## src/rtl/mem_arb_pkg.sv

```systemverilog
// Shared types and constants for the round-robin memory arbiter.
package mem_arb_pkg;

  localparam int unsigned MAX_REQ = 4;
  localparam int unsigned PTR_W   = $clog2(MAX_REQ);
  localparam int unsigned CMD_AW  = 32;
  localparam int unsigned CMD_DW  = 32;

  typedef enum logic {
    IDLE   = 1'b0,
    ACCESS = 1'b1
  } state_t;

  typedef struct packed {
    logic              we;
    logic              be;
    logic [CMD_AW-1:0] addr;
    logic [CMD_DW-1:0] wdata;
  } mem_cmd_t;

  // Pointer value that follows a grant to requester win_idx.
  function automatic logic [PTR_W-1:0] next_ptr(input int unsigned win_idx,
                                                input int unsigned num_req);
    return (win_idx + 32'd1 >= num_req) ? '0 : PTR_W'(win_idx + 32'd1);
  endfunction

endpackage

```

## src/rtl/rr_picker.sv

```systemverilog
// Combinational round-robin picker: first set req bit at or above ptr, wrapping.
module rr_picker
  import mem_arb_pkg::*;
#(
  parameter int unsigned NUM_REQ = 3
) (
  input  logic [NUM_REQ-1:0] req,
  input  logic [PTR_W-1:0]   ptr,
  output logic [NUM_REQ-1:0] win,
  output logic               any
);

  localparam int unsigned IW = PTR_W + 1;

  logic [IW-1:0] idx;
  logic          found;

  always_comb begin
    win   = '0;
    found = 1'b0;
    idx   = '0;
    for (int unsigned off = 0; off < NUM_REQ; off++) begin
      idx = IW'(ptr) + IW'(off);
      if (idx >= IW'(NUM_REQ)) idx = idx - IW'(NUM_REQ);
      for (int unsigned i = 0; i < NUM_REQ; i++) begin
        if (!found && req[i] && (idx == IW'(i))) begin
          win[i] = 1'b1;
          found  = 1'b1;
        end
      end
    end
  end

  assign any = |req;

endmodule

```

## src/rtl/mem_arbiter.sv

```systemverilog
// Round-robin arbiter driving the single-port memory, one transaction per two cycles.
// Optional statistics counters are enabled with MEM_ARB_STATS_EN.
module mem_arbiter
  import mem_arb_pkg::*;
#(
  parameter int unsigned DATA_WIDTH    = 32,
  parameter int unsigned ADDRESS_WIDTH = 32,
  parameter int unsigned MEM_SIZE      = 1024,
  parameter int unsigned NUM_REQ       = 3
) (
  input  logic                                   clk,
  input  logic                                   reset,
  input  logic [NUM_REQ-1:0]                     req,
  input  logic [NUM_REQ-1:0]                     req_we,
  input  logic [NUM_REQ-1:0]                     req_be,
  input  logic [NUM_REQ-1:0][ADDRESS_WIDTH-1:0]  req_addr,
  input  logic [NUM_REQ-1:0][DATA_WIDTH-1:0]     req_wdata,
  output logic [NUM_REQ-1:0]                     gnt,
  output logic [NUM_REQ-1:0]                     rvalid,
  output logic [NUM_REQ-1:0]                     err,
  output logic [DATA_WIDTH-1:0]                  rdata,
  output logic                                   busy,
  output logic [ADDRESS_WIDTH-1:0]               mem_address,
  output logic [DATA_WIDTH-1:0]                  mem_write_data,
  output logic                                   mem_we,
  output logic                                   mem_re,
  output logic                                   mem_be,
  input  logic [DATA_WIDTH-1:0]                  mem_read_data
`ifdef MEM_ARB_STATS_EN
  ,
  output logic [NUM_REQ-1:0][31:0]               grant_count,
  output logic [31:0]                            conflict_count
`endif
);

  localparam logic [ADDRESS_WIDTH-1:0] WORD_LAST = ADDRESS_WIDTH'(MEM_SIZE * 4 - 4);
  localparam logic [ADDRESS_WIDTH-1:0] BYTE_LAST = ADDRESS_WIDTH'(MEM_SIZE * 4 - 1);

  state_t                   state_q, state_d;
  logic [PTR_W-1:0]         ptr_q, ptr_d, nxt_ptr;
  logic [NUM_REQ-1:0]       gnt_q, gnt_d, rvalid_q, rvalid_d, err_q, err_d;
  logic [DATA_WIDTH-1:0]    rdata_q, rdata_d, mem_wdata_q, mem_wdata_d;
  logic [ADDRESS_WIDTH-1:0] mem_addr_q, mem_addr_d, sel_addr;
  logic                     busy_q, busy_d;
  logic                     mem_we_q, mem_we_d, mem_re_q, mem_re_d, mem_be_q, mem_be_d;
  logic [NUM_REQ-1:0]       win;
  logic                     any;
  logic                     addr_ok;
  mem_cmd_t                 cmd_sel;

  rr_picker #(.NUM_REQ(NUM_REQ)) u_picker (
    .req (req),
    .ptr (ptr_q),
    .win (win),
    .any (any)
  );

  // Winner's command and the pointer value that follows it.
  always_comb begin
    cmd_sel = '0;
    nxt_ptr = ptr_q;
    for (int unsigned i = 0; i < NUM_REQ; i++) begin
      if (win[i]) begin
        cmd_sel.we    = req_we[i];
        cmd_sel.be    = req_be[i];
        cmd_sel.addr  = CMD_AW'(req_addr[i]);
        cmd_sel.wdata = CMD_DW'(req_wdata[i]);
        nxt_ptr       = next_ptr(i, NUM_REQ);
      end
    end
  end

  assign sel_addr = ADDRESS_WIDTH'(cmd_sel.addr);

  always_comb begin
    if (cmd_sel.be) addr_ok = (sel_addr <= BYTE_LAST);
    else            addr_ok = (sel_addr[1:0] == 2'b00) && (sel_addr <= WORD_LAST);
  end

  always_comb begin
    state_d     = state_q;
    ptr_d       = ptr_q;
    gnt_d       = '0;
    rvalid_d    = '0;
    err_d       = '0;
    rdata_d     = rdata_q;
    busy_d      = 1'b0;
    mem_addr_d  = mem_addr_q;
    mem_wdata_d = mem_wdata_q;
    mem_we_d    = 1'b0;
    mem_re_d    = 1'b0;
    mem_be_d    = 1'b0;
    case (state_q)
      IDLE: begin
        if (any) begin
          state_d     = ACCESS;
          ptr_d       = nxt_ptr;
          gnt_d       = win;
          busy_d      = 1'b1;
          mem_addr_d  = sel_addr;
          mem_wdata_d = DATA_WIDTH'(cmd_sel.wdata);
          mem_we_d    = cmd_sel.we & addr_ok;
          mem_re_d    = ~cmd_sel.we & addr_ok;
          mem_be_d    = cmd_sel.be & addr_ok;
        end
      end
      ACCESS: begin
        // gnt_q still holds the owner of the access in flight.
        state_d = IDLE;
        if (mem_re_q) begin
          rvalid_d = gnt_q;
          rdata_d  = mem_read_data;
        end else if (!mem_we_q) begin
          err_d = gnt_q;
        end
      end
      default: state_d = IDLE;
    endcase
  end

  always_ff @(posedge clk or posedge reset) begin
    if (reset) begin
      state_q     <= IDLE;
      ptr_q       <= '0;
      gnt_q       <= '0;
      rvalid_q    <= '0;
      err_q       <= '0;
      rdata_q     <= '0;
      busy_q      <= 1'b0;
      mem_addr_q  <= '0;
      mem_wdata_q <= '0;
      mem_we_q    <= 1'b0;
      mem_re_q    <= 1'b0;
      mem_be_q    <= 1'b0;
    end else begin
      state_q     <= state_d;
      ptr_q       <= ptr_d;
      gnt_q       <= gnt_d;
      rvalid_q    <= rvalid_d;
      err_q       <= err_d;
      rdata_q     <= rdata_d;
      busy_q      <= busy_d;
      mem_addr_q  <= mem_addr_d;
      mem_wdata_q <= mem_wdata_d;
      mem_we_q    <= mem_we_d;
      mem_re_q    <= mem_re_d;
      mem_be_q    <= mem_be_d;
    end
  end

  assign gnt            = gnt_q;
  assign rvalid         = rvalid_q;
  assign err            = err_q;
  assign rdata          = rdata_q;
  assign busy           = busy_q;
  assign mem_address    = mem_addr_q;
  assign mem_write_data = mem_wdata_q;
  assign mem_we         = mem_we_q;
  assign mem_re         = mem_re_q;
  assign mem_be         = mem_be_q;

`ifdef MEM_ARB_STATS_EN
  logic [NUM_REQ-1:0][31:0] grant_cnt_q, grant_cnt_d;
  logic [31:0]              conflict_cnt_q, conflict_cnt_d;

  // Saturating grant and contention counters, updated only on IDLE cycles.
  always_comb begin
    grant_cnt_d    = grant_cnt_q;
    conflict_cnt_d = conflict_cnt_q;
    if (state_q == IDLE) begin
      for (int unsigned i = 0; i < NUM_REQ; i++) begin
        if (win[i] && (grant_cnt_q[i] != '1)) grant_cnt_d[i] = grant_cnt_q[i] + 32'd1;
      end
      if (($countones(req) >= 2) && (conflict_cnt_q != '1)) conflict_cnt_d = conflict_cnt_q + 32'd1;
    end
  end

  always_ff @(posedge clk or posedge reset) begin
    if (reset) begin
      grant_cnt_q    <= '0;
      conflict_cnt_q <= '0;
    end else begin
      grant_cnt_q    <= grant_cnt_d;
      conflict_cnt_q <= conflict_cnt_d;
    end
  end

  assign grant_count    = grant_cnt_q;
  assign conflict_count = conflict_cnt_q;
`endif

endmodule

```

## config.mk

```make
export PLATFORM = sky130hd
export DESIGN_NAME = mem_arbiter
export DESIGN_NICKNAME = d
export VERILOG_FILES = /design/src/rtl/mem_arb_pkg.sv /design/src/rtl/rr_picker.sv /design/src/rtl/mem_arbiter.sv
export SDC_FILE = /design/constraint.sdc
export NUM_CORES = 1
export LEC_CHECK = 0
export ABC_AREA = 1
export BUFFER_PORTS_ARGS = -buffer_cell sky130_fd_sc_hd__buf_2
export CORE_AREA = 2 2 135 137
export CTS_CLUSTER_DIAMETER = 150
export DETAILED_ROUTE_END_ITERATION = 7
export DIE_AREA = 0 0 137 139
export PLACE_DENSITY = 0.68
export SYNTH_ARGS = -nofsm -noshare
export SYNTH_HDL_FRONTEND = slang
export SYNTH_SLANG_ARGS = --single-unit
```

## constraint.sdc

```tcl
create_clock -name clk -period 3.7 [get_ports clk]
set_input_delay 0.37 -clock clk [delete_from_list [all_inputs] [get_ports clk]]
set_output_delay 0.37 -clock clk [all_outputs]
set_load 0.03 [all_outputs]
```

# [Word-level counts from Yosys, hierarchy flattened]
# Index checks and enable logic that the tools add are counted.
[totals] register_bits=112 elab_cells=110 input_bits=235
[classes] muxes=42 reduce_logical=35 add_sub_neg=5 magnitude_cmp=5 bitwise_logic=5 eq_ne=6
[ops] cell="two-way mux 66 bit" count=3
[ops] cell="<= comparator 32 x 12 -> 1 bit (second input constant)" count=2
[ops] cell="two-way mux 3 bit" count=10
[ops] cell="two-way mux 1 bit" count=25
[ops] cell="logical AND 1 bit" count=18
[ops] cell="== test 3 x 1 -> 1 bit (second input constant)" count=3
[ops] cell="== test 3 x 2 -> 1 bit (second input constant)" count=3
[ops] cell="logical NOT 3 bit" count=3
[ops] cell="logical NOT 1 bit" count=8
[ops] cell="greater-or-equal comparator 3 x 2 -> 1 bit (second input constant)" count=2
[ops] cell="two-way mux 2 bit" count=3
[ops] cell="subtractor 3 x 2 -> 3 bit (second input constant)" count=2
[ops] cell="AND reduction 2 bit" count=2
[ops] cell="adder 2 x 1 -> 3 bit (second input constant)" count=1
[ops] cell="adder 2 x 2 -> 3 bit (second input constant)" count=1
[ops] cell="AND 1 bit" count=3
[ops] cell="AND reduction 3 bit" count=1
[ops] cell="nonzero test 3 bit" count=1
[ops] cell="OR reduction 3 bit" count=1
[ops] cell="subtractor 2 x 2 -> 3 bit (second input constant)" count=1
[ops] cell="greater-or-equal comparator 2 bit (second input constant)" count=1
[ops] cell="logical NOT 2 bit" count=1
[ops] cell="inverter 1 bit" count=2
[ops] cell="case mux 1 bit (2 select lines)" count=1

# [Depth between registers and ports, before layout]
[logic_depth] depth_word=44 ltp_mapped=17 depth_no_buf=16

# [By module]
# Synthesis repeated with hierarchy kept, for this count alone.
[unflattened] cells_unflattened=690 area_unflattened_um2=5577.8
[by_module_without_submodules] module="mem_arbiter" seq_area_each_um2=2777.7 n_inst=1 area_per_inst_um2=5406.4 cells_each=657
[by_module_without_submodules] module="rr_picker" seq_area_each_um2=0.0 n_inst=1 area_per_inst_um2=171.4 cells_each=33

# [Least setup slack after synthesis]
# OpenSTA, ideal clock, no wires.
[synth_path] path_kind="flip-flop to flip-flop" from="reg ptr_q[0]" to="reg mem_be_q, in the netlist mem_be" path_slack_ps=1707 path_buffers=1 arrival_ps=1921 stages_incl_launch_ff=17 required_ps=3628 period_less_slack_ps=1993 path_cell_list="dfrtp_1 -> inv_1 -> ha_1 -> nand2_1 -> inv_1 -> nor2_1 -> nand3_2 -> nand3_4 -> nand2_8 -> inv_4 -> buf_8 -> nand2_2 -> nand3_1 -> nand3_1 -> nor2_2 -> nand3_2 -> nor2_1"
[synth_via] elab_chain_cells=44 elab_cells_between_ends=72
[synth_rtl] element="start: declaration" line_no="mem_arbiter.sv:40" text="logic [PTR_W-1:0] ptr_q, ptr_d, nxt_ptr;"
[synth_rtl] element="start signal: assignment" line_no="mem_arbiter.sv:137" text="ptr_q <= ptr_d;"
[synth_rtl] element="subtractor 2 x 2 -> 3 bit or greater-or-equal comparator 2 bit (tied branches)" line_no="rr_picker.sv:24" text="if (idx >= IW'(NUM_REQ)) idx = idx - IW'(NUM_REQ);"
[synth_rtl] element="two-way mux 3 bit" line_no="rr_picker.sv:24"
[synth_rtl] element="logical NOT 3 bit" line_no="rr_picker.sv:26" text="if (!found && req[i] && (idx == IW'(i))) begin"
[synth_rtl] element="logical AND 1 bit" line_no="rr_picker.sv:26"
[synth_rtl] element="two-way mux 1 bit" line_no="rr_picker.sv:26"
[synth_rtl] element="logical NOT 1 bit" line_no="rr_picker.sv:26"
[synth_rtl] element="logical AND 1 bit (2 in series)" line_no="rr_picker.sv:26"
[synth_rtl] element="two-way mux 1 bit" line_no="rr_picker.sv:26"
[synth_rtl] element="[28 not listed]"
[synth_rtl] element="two-way mux 66 bit *" line_no="mem_arbiter.sv:63" text="if (win[i]) begin"
[synth_rtl] element="<= comparator 32 x 12 -> 1 bit or logical NOT 2 bit (tied branches)" line_no="mem_arbiter.sv:77" text="else addr_ok = (sel_addr[1:0] == 2'b00) && (sel_addr <= WORD_LAST);"
[synth_rtl] element="logical AND 1 bit" line_no="mem_arbiter.sv:77"
[synth_rtl] element="two-way mux 1 bit" line_no="mem_arbiter.sv:76" text="if (cmd_sel.be) addr_ok = (sel_addr <= BYTE_LAST);"
[synth_rtl] element="AND 1 bit *" line_no="mem_arbiter.sv:104" text="mem_be_d = cmd_sel.be & addr_ok;"
[synth_rtl] element="two-way mux 1 bit *" line_no="mem_arbiter.sv:95" text="if (any) begin"
[synth_rtl] element="two-way mux 1 bit *" line_no="mem_arbiter.sv:93" text="case (state_q)"
[synth_rtl] element="via mem_be_d" line_no="mem_arbiter.sv:45" text="logic mem_we_q, mem_we_d, mem_re_q, mem_re_d, mem_be_q, mem_be_d;"
[synth_rtl] element="end signal: assignment" line_no="mem_arbiter.sv:147" text="mem_be_q <= mem_be_d;"
[synth_rtl] element="end: declaration" line_no="mem_arbiter.sv:45"
# Mark *: on every way through the listed nets, which the timed path passes. The rest lies on a longest branch.
# A chain may end at the register's enable or synchronous reset.

# [Worst setup path in the final report]
[layout_path] from="reg ptr_q[0]" to="reg mem_re_q, in the netlist mem_re"
[layout_via] elab_chain_cells=44 elab_cells_between_ends=73
[layout_rtl] element="subtractor 2 x 2 -> 3 bit or greater-or-equal comparator 2 bit (tied branches)" line_no="rr_picker.sv:24"
[layout_rtl] element="two-way mux 3 bit" line_no="rr_picker.sv:24"
[layout_rtl] element="logical NOT 3 bit" line_no="rr_picker.sv:26"
[layout_rtl] element="logical AND 1 bit" line_no="rr_picker.sv:26"
[layout_rtl] element="two-way mux 1 bit" line_no="rr_picker.sv:26"
[layout_rtl] element="logical NOT 1 bit" line_no="rr_picker.sv:26"
[layout_rtl] element="logical AND 1 bit (2 in series)" line_no="rr_picker.sv:26"
[layout_rtl] element="two-way mux 1 bit" line_no="rr_picker.sv:26"
[layout_rtl] element="[28 not listed]"
[layout_rtl] element="two-way mux 66 bit *" line_no="mem_arbiter.sv:63"
[layout_rtl] element="<= comparator 32 x 12 -> 1 bit or logical NOT 2 bit (tied branches)" line_no="mem_arbiter.sv:77"
[layout_rtl] element="logical AND 1 bit" line_no="mem_arbiter.sv:77"
[layout_rtl] element="two-way mux 1 bit" line_no="mem_arbiter.sv:76"
[layout_rtl] element="AND 1 bit *" line_no="mem_arbiter.sv:103" text="mem_re_d = ~cmd_sel.we & addr_ok;"
[layout_rtl] element="two-way mux 1 bit *" line_no="mem_arbiter.sv:95"
[layout_rtl] element="two-way mux 1 bit *" line_no="mem_arbiter.sv:93"
[layout_rtl] element="via mem_re_d" line_no="mem_arbiter.sv:45"
[layout_rtl] element="end signal: assignment" line_no="mem_arbiter.sv:146" text="mem_re_q <= mem_re_d;"
[layout_rtl] element="end: declaration" line_no="mem_arbiter.sv:45"
# Marked as above.

==> impl_metrics.csv <==
group,metric,value,unit
drt,ant_nets,0,
drt,drcViolationCount,0,
clock_network,cts_resized,0,
synth,yosys.cell_types.count,33,
setup_path,critical_path.top_delay_family,"simple AND/OR/NAND/NOR gates",
pwr,power,6.303,mW
clock_network,cts_max_path_buffers,2,
drt,viasPerCell,4.821,
drt,drtPass1Iterations,4,
timing,min_period_over_period,0.7320,
setup_path,path_common_cell,"nor2_1",
grt,grt_pass1_vias,5555,
grt,grt-ovfl-total,0,
flow_run,cap_violations,0,
synth,synth.avg_cell_area,8.529,sq um
synth,yosysMostFrequentCell,"nand2_1",
outcome,status,"finished, final reports clean",
timing,layout_setup_ws,0.9917,ns
cells_and_area,design_area,0.007691,sq mm
worst_hold_path,min_path_type,"in2async",
clock_network,clk_latency,0.35,ns
synth,synthCells,645,
clock_network,clk_pin_slew,0.08,ns
synth,synth-edff-count,0,
grt,grt_pass1_wl,28.88,mm
timing,worst_pin_slew,1.028,ns
floorplan,io_pins,344,
setup_path,crit_buf_inv,2,
floorplan,start_util,0.3116,
pwr,leakagePower,4.027,nW
clock_network,cts.sinks,111,
place,dp_slack,1.000,ns
clock_network,numCtsBuffers,9,
drt,wl_per_cell,15.89,um
place,gp_congestion,0.8718,
cells_and_area,nNetsFinal,1206,
floorplan,fp-row-count,49,
timing,max_freq,369.2,MHz
synth,synthTopCellsByCount,"215 x nand2_1, 111 x dfrtp_1, 67 x nor2_1",
synth,ys_seq_area_frac,0.5049,
timing,setup_violations,0,
cells_and_area,area_growth,39.80,%
floorplan,fp.dieW,137,um
cells_and_area,drive_above_1_share,0.4333,
setup_path,crit_path_max_incr_delay,0.41,ns
synth,ys.flop_type,"dfrtp_1",
place,dpl_cell_area,0.007382,sq mm
clock_network,cts.root.buffer_cell,"clkbuf_16",
setup_path,worstPathRequired,3.98,ns
timing,fin_tns_setup,0,ns
synth,synth_top_area_frac,0.5049,
synth,netlist_area,0.005502,sq mm
drt,drt_wl_total,19.13,mm
pwr,swShare,0.5008,
drt,drt-initial-drc-count,201,
grt,grt.total_usage,0.1947,
cells_and_area,utilization,0.4356,
clock_network,post_cts_buffers,0,
synth,async_reset_ff_frac,1.000,
pwr,pwr-share-clk,0.162,
setup_path,critPathMaxFanout,18,
clock_network,cts_hold_buf,0,
clock_network,cts_tree,"done",
setup_path,path_cells,"inv_1 -> ha_1 -> nand2_1 -> inv_1 -> nor2_1 -> nand3_2 -> nand3_4 -> nand2_8 -> nand2_1 -> nor2_1 -> nor2_1 -> nor2_1 -> nor2_1 -> nand3_2 -> nor2_1",
setup_path,cp.arrival,2.98,ns
pwr,internal_power,3.146,mW
drt,dr_total_vias,5804,
timing,fin_skew,0.007002,ns
synth,ys_seq_elements,111,
floorplan,coreArea,0.01766,sq mm
timing,hold_viol,0,
grt,antenna_found_initial,1,
pwr,seqPwrFrac,0.289,
setup_path,worstSetupEndpointType,"flip-flop",
timing,max-slew-margin-rel,0.3134,
synth,synthTopCellsByArea,"dfrtp_1 50%, nand2_1 15%, mux2_2 6.5%",
floorplan,die_area,0.01904,sq mm
synth,syn_nets,882,
setup_path,cp_slowest_cell,"nand2_1",
floorplan,die-height,139,um
grt,grt_max_degree,67,
clock_network,htreeDepth,3,
synth,synth.largest_area_cell,"dfrtp_1",
setup_path,crit_path_start_kind,"flip-flop",
timing,period_needed,2.708,ns
place,port_buffers,343,
timing,maxSlewViolCount,0,
pwr,peakVddDrop,0.0003160,V
pwr,switching_power,3.157,mW
pwr,combPwrFrac,0.549,
pwr,p_per_area,819.5,mW/mm^2
cells_and_area,regArea,0.002778,sq mm
timing,rsz0062_at_grt,"no",
place,dp_hpwl,14.50,mm
synth,yosys_warnings,0,
setup_path,crit_type,"reg2reg",
cells_and_area,nFillCells,1801,
cells_and_area,multiInputGateArea,0.002437,sq mm
-- layout make-up --
type,instances,share of cell area
multi-input cells,472,0.3169
diodes,1,0.0003254
clock inverters,6,0.01009
flip-flops and latches,111,0.3612
clock buffers,10,0.02977
repair buffers,350,0.2317
well taps,229,0.03725
inverters,25,0.01285
-- path summary, 6_finish.rpt --
| check | cells after the start | from | slack [ns] | endpoint |
|---|---|---|---|---|
| max | 15 | ptr_q[0] | 0.99 | mem_re |
| min | 2 | reset | 0.16 | rdata[16] |
| min reg2reg | 2 | mem_address[17] | 0.48 | mem_address[17] |
| max reg2reg | 15 | ptr_q[0] | 0.99 | mem_re |
| min in group clk | 3 | req_wdata[69] | 0.22 | mem_write_data[5] |
| max in group asynchronous | 3 | reset | 2.80 | mem_address[20] |
-- registers in the layout, summed over array words and instances, names as in the netlist, 2 cells and up --
register	flops
mem_address	32
mem_write_data	32
rdata	32
err	3
gnt	3
rvalid	3
ptr_q	2
-- per-layer routing --
metal  part of all wire  global-route usage  routed length, um
met1               0.42              0.2420               7950
met2               0.49              0.3352               9301
met3              0.079             0.03765               1518
met4              0.018             0.06565                349
met5            0.00068                   0                 13
-- power groups by stage --
stage,Clock (mW),Combinational (mW),Sequential [mW]
after floorplan,0,1.78,2.55
after global placement,0,3.44,1.83
after detailed placement,0,3.50,1.83
after CTS,1.05,3.50,1.82
after global routing,1.09,3.81,1.87
final,1.02,3.46,1.82
-- logic make-up (layout without fill, tap and decap cells) --
logic type / Yosys count / count (layout) / share of synthesized area
simple gates: 358 / 358 / 0.2768
fa+ha+maj: 2 / 2 / 0.004548
other cells: 0 / 1 / 0
flops: 111 / 111 / 0.5049
buf+inv: 62 / 391 / 0.05413
compound gates: 80 / 80 / 0.09416
mux: 32 / 32 / 0.06550
-- layout by cell type (no fill, tap or decap), drive strengths merged --
master,n
a31oi,11
ha,2
nand2,223
nor2,72
diode,1
o22ai,1
nand4,9
bufinv,1
inv,28
o21a,1
mux2,32
a21oi,24
clkbuf,10
clkinvlp,1
clkinv,1
buf,350
o31ai,10
or2,4
nand3,50
o21ai,19
dfrtp,111
a41oi,14
-- worst reg2reg max path: cells and delay by family, from the launching register on --
family | cells | cell delay [ns]
flip-flops | 1 | 0.37
adder cells (fa/ha/maj) | 1 | 0.33
buffers and inverters | 2 | 0.12
AND/OR/NAND/NOR | 12 | 1.83
-- metrics by stage --
stage	hold slack, ns	cells
floorplan	0.4924	645
global placement	0.4591	1187
detailed placement	0.4631	1187
CTS	0.1822	1203
global route	0.2234	1203
finish	0.1643	1204
No activity file was read; power rests on OpenSTA's default activity.
